File: src/rtl/fwd_ctrl_unit_pkg.sv
// Shared processor package: operand-select encodings for the shifter and the
// ALU-side forwarding paths, plus small helpers used by the forwarding control.
package fwd_ctrl_unit_pkg;

    typedef enum logic [1:0] {
        FWD_SHIFT = 2'b00,
        FWD_DATA1 = 2'b01,
        FWD_REGF  = 2'b10
    } fwd_sel_e;

    typedef enum logic {
        RES_SHIFT = 1'b0,
        RES_DATA1 = 1'b1
    } res_sel_e;

    // Pick the operand source for a consumer given the producer's result source.
    function automatic fwd_sel_e fwd_select(input logic match, input res_sel_e sel);
        if (!match) begin
            return FWD_REGF;
        end
        return (sel == RES_DATA1) ? FWD_DATA1 : FWD_SHIFT;
    endfunction

    function automatic logic is_forwarded(input fwd_sel_e sel);
        return sel != FWD_REGF;
    endfunction

endpackage

File: src/rtl/fwd_ctrl_unit_sat_counter.sv
// Saturating up-counter: advances on inc and sticks at all-ones.
module sat_counter #(
    parameter int W = 8
) (
    input  logic         clk,
    input  logic         rst,
    input  logic         inc,
    output logic [W-1:0] count
);

    localparam logic [W-1:0] CNT_MAX = '1;
    localparam logic [W-1:0] CNT_ONE = W'(1);

    always_ff @(posedge clk or posedge rst) begin
        if (rst) begin
            count <= '0;
        end else if (inc && (count != CNT_MAX)) begin
            count <= count + CNT_ONE;
        end
    end

endmodule

File: src/rtl/fwd_ctrl_unit.sv
// Forwarding control for the shifter operand: tracks the instruction in EX and
// registers the operand select for the instruction issuing from ID.
module fwd_ctrl_unit
    import fwd_ctrl_unit_pkg::*;
#(
    parameter int REG_AW = 3,
    parameter int CNT_W  = 8
) (
    input  logic              clk,
    input  logic              rst,
    input  logic              id_valid,
    input  logic [REG_AW-1:0] id_src_reg,
    input  logic [REG_AW-1:0] id_dst_reg,
    input  logic              id_wr_en,
    input  logic              id_res_sel,
    input  logic              stall,
    input  logic              flush,
    output logic [1:0]        fwd_ctrl,
    output logic [CNT_W-1:0]  fwd_cnt,
    output logic              ex_hazard
);

    logic              ex_valid;
    logic [REG_AW-1:0] ex_dst;
    logic              ex_wr;
    res_sel_e          ex_sel;

    fwd_sel_e          fwd_q;
    fwd_sel_e          fwd_d;
    logic              match;
    logic              advance;
    logic              cnt_inc;

    assign match   = id_valid & ex_valid & ex_wr & (id_src_reg == ex_dst);
    assign fwd_d   = fwd_select(match, ex_sel);
    assign advance = ~stall & ~flush;
    assign cnt_inc = advance & is_forwarded(fwd_d);

    // NOTE: non-blocking updates mean the compare always sees the older EX
    // instruction, so a self-dependent ID instruction never matches itself.
    always_ff @(posedge clk or posedge rst) begin
        if (rst) begin
            fwd_q     <= FWD_REGF;
            ex_hazard <= 1'b0;
            ex_valid  <= 1'b0;
            ex_dst    <= '0;
            ex_wr     <= 1'b0;
            ex_sel    <= RES_SHIFT;
        end else if (flush) begin
            fwd_q     <= FWD_REGF;
            ex_hazard <= 1'b0;
            ex_valid  <= 1'b0;
        end else if (!stall) begin
            fwd_q     <= fwd_d;
            ex_hazard <= is_forwarded(fwd_d);
            ex_valid  <= id_valid;
            ex_dst    <= id_dst_reg;
            ex_wr     <= id_wr_en;
            ex_sel    <= res_sel_e'(id_res_sel);
        end
    end

    assign fwd_ctrl = fwd_q;

    sat_counter #(
        .W(CNT_W)
    ) u_fwd_cnt (
        .clk  (clk),
        .rst  (rst),
        .inc  (cnt_inc),
        .count(fwd_cnt)
    );

endmodule
File: config.mk
export PLATFORM = sky130hd
export DESIGN_NAME = fwd_ctrl_unit
export DESIGN_NICKNAME = d
export VERILOG_FILES = /design/src/rtl/fwd_ctrl_unit_pkg.sv /design/src/rtl/fwd_ctrl_unit_sat_counter.sv /design/src/rtl/fwd_ctrl_unit.sv
export SDC_FILE = /design/constraint.sdc
export NUM_CORES = 1
export LEC_CHECK = 0
export CAP_MARGIN = 20
export CORE_UTILIZATION = 43
export CTS_BUF_LIST = sky130_fd_sc_hd__clkbuf_2
export CTS_CLUSTER_DIAMETER = 80
export DETAILED_ROUTE_END_ITERATION = 6
export GPL_ROUTABILITY_DRIVEN = 0
export PLACE_DENSITY = 0.89
export SLEW_MARGIN = 5
export SYNTH_ARGS = -nofsm -noshare
export SYNTH_HDL_FRONTEND = slang
export SYNTH_SLANG_ARGS = --single-unit
File: constraint.sdc
create_clock -name clk -period 1.8 [get_ports clk]
set_input_delay 0.36 -clock clk [delete_from_list [all_inputs] [get_ports clk]]
set_output_delay 0.36 -clock clk [all_outputs]
set_load 0.005 [all_outputs]
==> impl_metrics.env <==
export IMPL_status="finished, final reports clean"
export IMPL_slowest_stage="dfrtp_1"
export IMPL_htreeDepth=1
export IMPL_die_w_um=45.2
export IMPL_cap_violations=0
export IMPL_slowest_delay_ns=0.44
export IMPL_row_count=15
export IMPL_viasPerCell=5.10
export IMPL_worstPathMaxFanout=2
export IMPL_seq_area_frac_synth_pct=53.2
export IMPL_hold_class="primary input to async pin"
export IMPL_crit_type="flip-flop to flip-flop"
export IMPL_final_util_pct=66.7
export IMPL_path_buf_inv=1
export IMPL_min_period_over_period_pct=97.5
export IMPL_drt_iter0_drc=15
export IMPL_drive_gt1_share_pct=26.3
export IMPL_crit_family="simple AND/OR/NAND/NOR gates"
export IMPL_gr_total_overflow=0
export IMPL_clk_latency_ns=0.31
export IMPL_setup_tns_ns=0
export IMPL_reg2reg_depth=6
export IMPL_die_area_mm2=0.00204
export IMPL_tightestPinTransition_ns=0.356
export IMPL_startpoint_type="flip-flop"
export IMPL_r2r_setup_slack_ns=0.05
export IMPL_drc=0
export IMPL_io_pins=24
export IMPL_finClkSkew_ns=0.0180
export IMPL_critical_path_required_ns=2.03
export IMPL_final_common_cell="clkdlybuf4s50_1"
export IMPL_dp_hpwl_um=1230
export IMPL_min_period_ns=1.75
export IMPL_coreArea_mm2=0.00175
export IMPL_cts_clk_slew_worst_paths_ns=0.18
export IMPL_setup_viol=0
export IMPL_routed_via_count=632
export IMPL_avgRoutedWirePerCell_um=13.8
export IMPL_endpoint_kind="flip-flop"
export IMPL_r2r_start="u_fwd_cnt.count[0]"
export IMPL_port_buffer_count=23
export IMPL_p_per_area_mw_per_mm2=612
export IMPL_grt_max_degree=18
export IMPL_cp_startpoint="u_fwd_cnt.count[0]"
export IMPL_wirelength_um=1720
export IMPL_synth_fp_nets=76
export IMPL_netlist_instances=62
export IMPL_post_route_cell_area_mm2=0.00116
export IMPL_grt_pass1_wl_um=2560
export IMPL_ys_warn_count=0
export IMPL_synth_cell_types=24
export IMPL_syn_cell_area_um2=802
export IMPL_cts_sinks=17
export IMPL_crit_path_end="u_fwd_cnt.count[1]"
export IMPL_cp_arrival_ns=1.98
export IMPL_r2r_end="u_fwd_cnt.count[1]"
export IMPL_crit_top_cell="and3_1"
export IMPL_start_util_pct=45.9
export IMPL_final_cell_mix="23 x clkdlybuf4s50_1, 16 x dfrtp_1, 9 x buf_4, 6 x xnor2_1, 6 x mux2_2"
export IMPL_fin_ws_ns=0.0452
export IMPL_final_seq_area_um2=427
export IMPL_clock_path_buffers=2
export IMPL_grtUsageTotal_pct=17.9
export IMPL_numCtsBuffers=3
export IMPL_cts_root_buffer="clkbuf_2"
export IMPL_fillCellCount=141
export IMPL_die_h_um=45.2
export IMPL_leakage_nw=0.536
export IMPL_ys_seq_elements=17
export IMPL_diodes=0
export IMPL_fmax_mhz=570
export IMPL_drtAntennaViolNets=0
export IMPL_hold_violations=0
export IMPL_syn2layout_area_growth_pct=45.2
export IMPL_grt_pass1_vias=599
export IMPL_placed_area_mm2=0.00112
export IMPL_synth_avg_cell_area_um2=12.9
export IMPL_worstSetupPathDepth=6
export IMPL_max_slew_margin_rel_pct=76.1
export IMPL_pre_cts_slack_ns=-0.243
export IMPL_multi_input_area_um2=367
export IMPL_grt_antenna_before_repair=0
export IMPL_cts_tree="yes"
export IMPL_drt_pass1_iter_count=6
export IMPL_critical_path_cell_chain="ha_2 -> and3_1 -> and3_1 -> nor3_4 -> buf_4 -> mux2_2"
export IMPL_nNetsFinal=114
export IMPL_hold_buffers=0
export IMPL_ir_drop_uv=482
export IMPL_slew_viol_final=0
-- where the power goes --
part / leakage [nW] / internal [mW] / total, mW / switching, mW
combinational: 0.298 / 0.0700 / 0.117 / 0.0471
sequential: 0.222 / 0.404 / 0.421 / 0.0170
clock: 0.0164 / 0.0503 / 0.175 / 0.125
-- area by class of cell --
class,instances,share of cell area (%)
clock buffer,3,1.29
clock inverter,1,0.430
inverter,3,0.967
multi-input combinational,42,31.5
sequential,17,36.6
tap,25,2.69
timing repair buffer,33,26.5
-- how the worst min path moves through the flow --
stage / startpoint / endpoint / slack (ns) / cells past startpoint
final: rst / u_fwd_cnt.count[7] / 0.33 / 3
after CTS: rst / u_fwd_cnt.count[7] / 0.34 / 3
after detailed placement: fwd_ctrl[1] / fwd_ctrl[1] / 0.47 / 2
after floorplan: rst / ex_dst[0] / 0.29 / 1
after global routing: rst / u_fwd_cnt.count[7] / 0.35 / 3
after global placement: fwd_ctrl[1] / fwd_ctrl[1] / 0.46 / 2
-- stage by stage --
stage / power, mW / hold WS, ns / instances
2_1_floorplan: 0.478 / 0.285 / 62
5_1_grt: 0.743 / 0.354 / 124
4_1_cts: 0.717 / 0.341 / 122
6_report: 0.713 / 0.329 / 124
3_3_place_gp: 0.537 / 0.458 / 118
3_5_place_dp: 0.544 / 0.465 / 118
-- sequential cells by signal, indices dropped and copies added (netlist names) --
signal / cells
fwd_ctrl: 2
ex_hazard: 1
ex_dst: 3
ex_wr: 1
ex_valid: 1
ex_sel: 1
u_fwd_cnt.count: 8
-- metal layers --
layer	track usage, %	wire length, um	vias up
met1	22.8	754	307
met4	9.09	36	0
met2	29.3	835	25
li1	-	-	296
met5	0	0	-
met3	2.80	90	4
-- cells in the mapped netlist --
library cell  instances  share of area, %
nand2b_1              4               3.1
nor2_8                1               2.5
or2b_1                1              0.94
and3_1                4               3.1
mux2i_1               1               1.2
o2111ai_4             1               3.3
a22o_1                1               1.1
a21oi_1               1              0.62
and2b_2               1               1.1
xnor2_1               6               6.6
mux2_2                6               8.4
nor2_1                1              0.47
nor3_4                1               2.0
inv_1                 3               1.4
dfrtp_1              16                50
dfstp_2               1               3.3
nand4_1               5               3.9
a21o_1                1              0.94
ha_1                  1               1.6
nor3_1                1              0.62
nand4b_1              1               1.1
nand3_1               2               1.2
nand2_1               1              0.47
xor2_1                1               1.1
-- worst reg2reg max path: cells and delay by family (launching register included) --
| family | cells | cell delay (ns) |
|---|---|---|
| buffers and inverters | 1 | 0.14 |
| muxes | 1 | 0.31 |
| DFF | 1 | 0.44 |
| and+or+nand+nor | 3 | 0.59 |
| adders and majority gates | 1 | 0.21 |
-- cell families after synthesis --
| kind of cell | share of synthesized area (%) |
|---|---|
| AO/OA/AOI/OAI | 5.93 |
| XOR/XNOR | 7.64 |
| adder cells (fa/ha/maj) | 1.56 |
| buffers and inverters | 1.40 |
| flip-flops | 53.2 |
| multiplexers | 9.67 |
| AND/OR/NAND/NOR | 20.6 |
-- what timing repair did --
item,in CTS,in global routing
resized for setup,0,2
endpoints found under the setup margin,0,3
buffers inserted,0,2
Power figures use the tool's default switching activity.
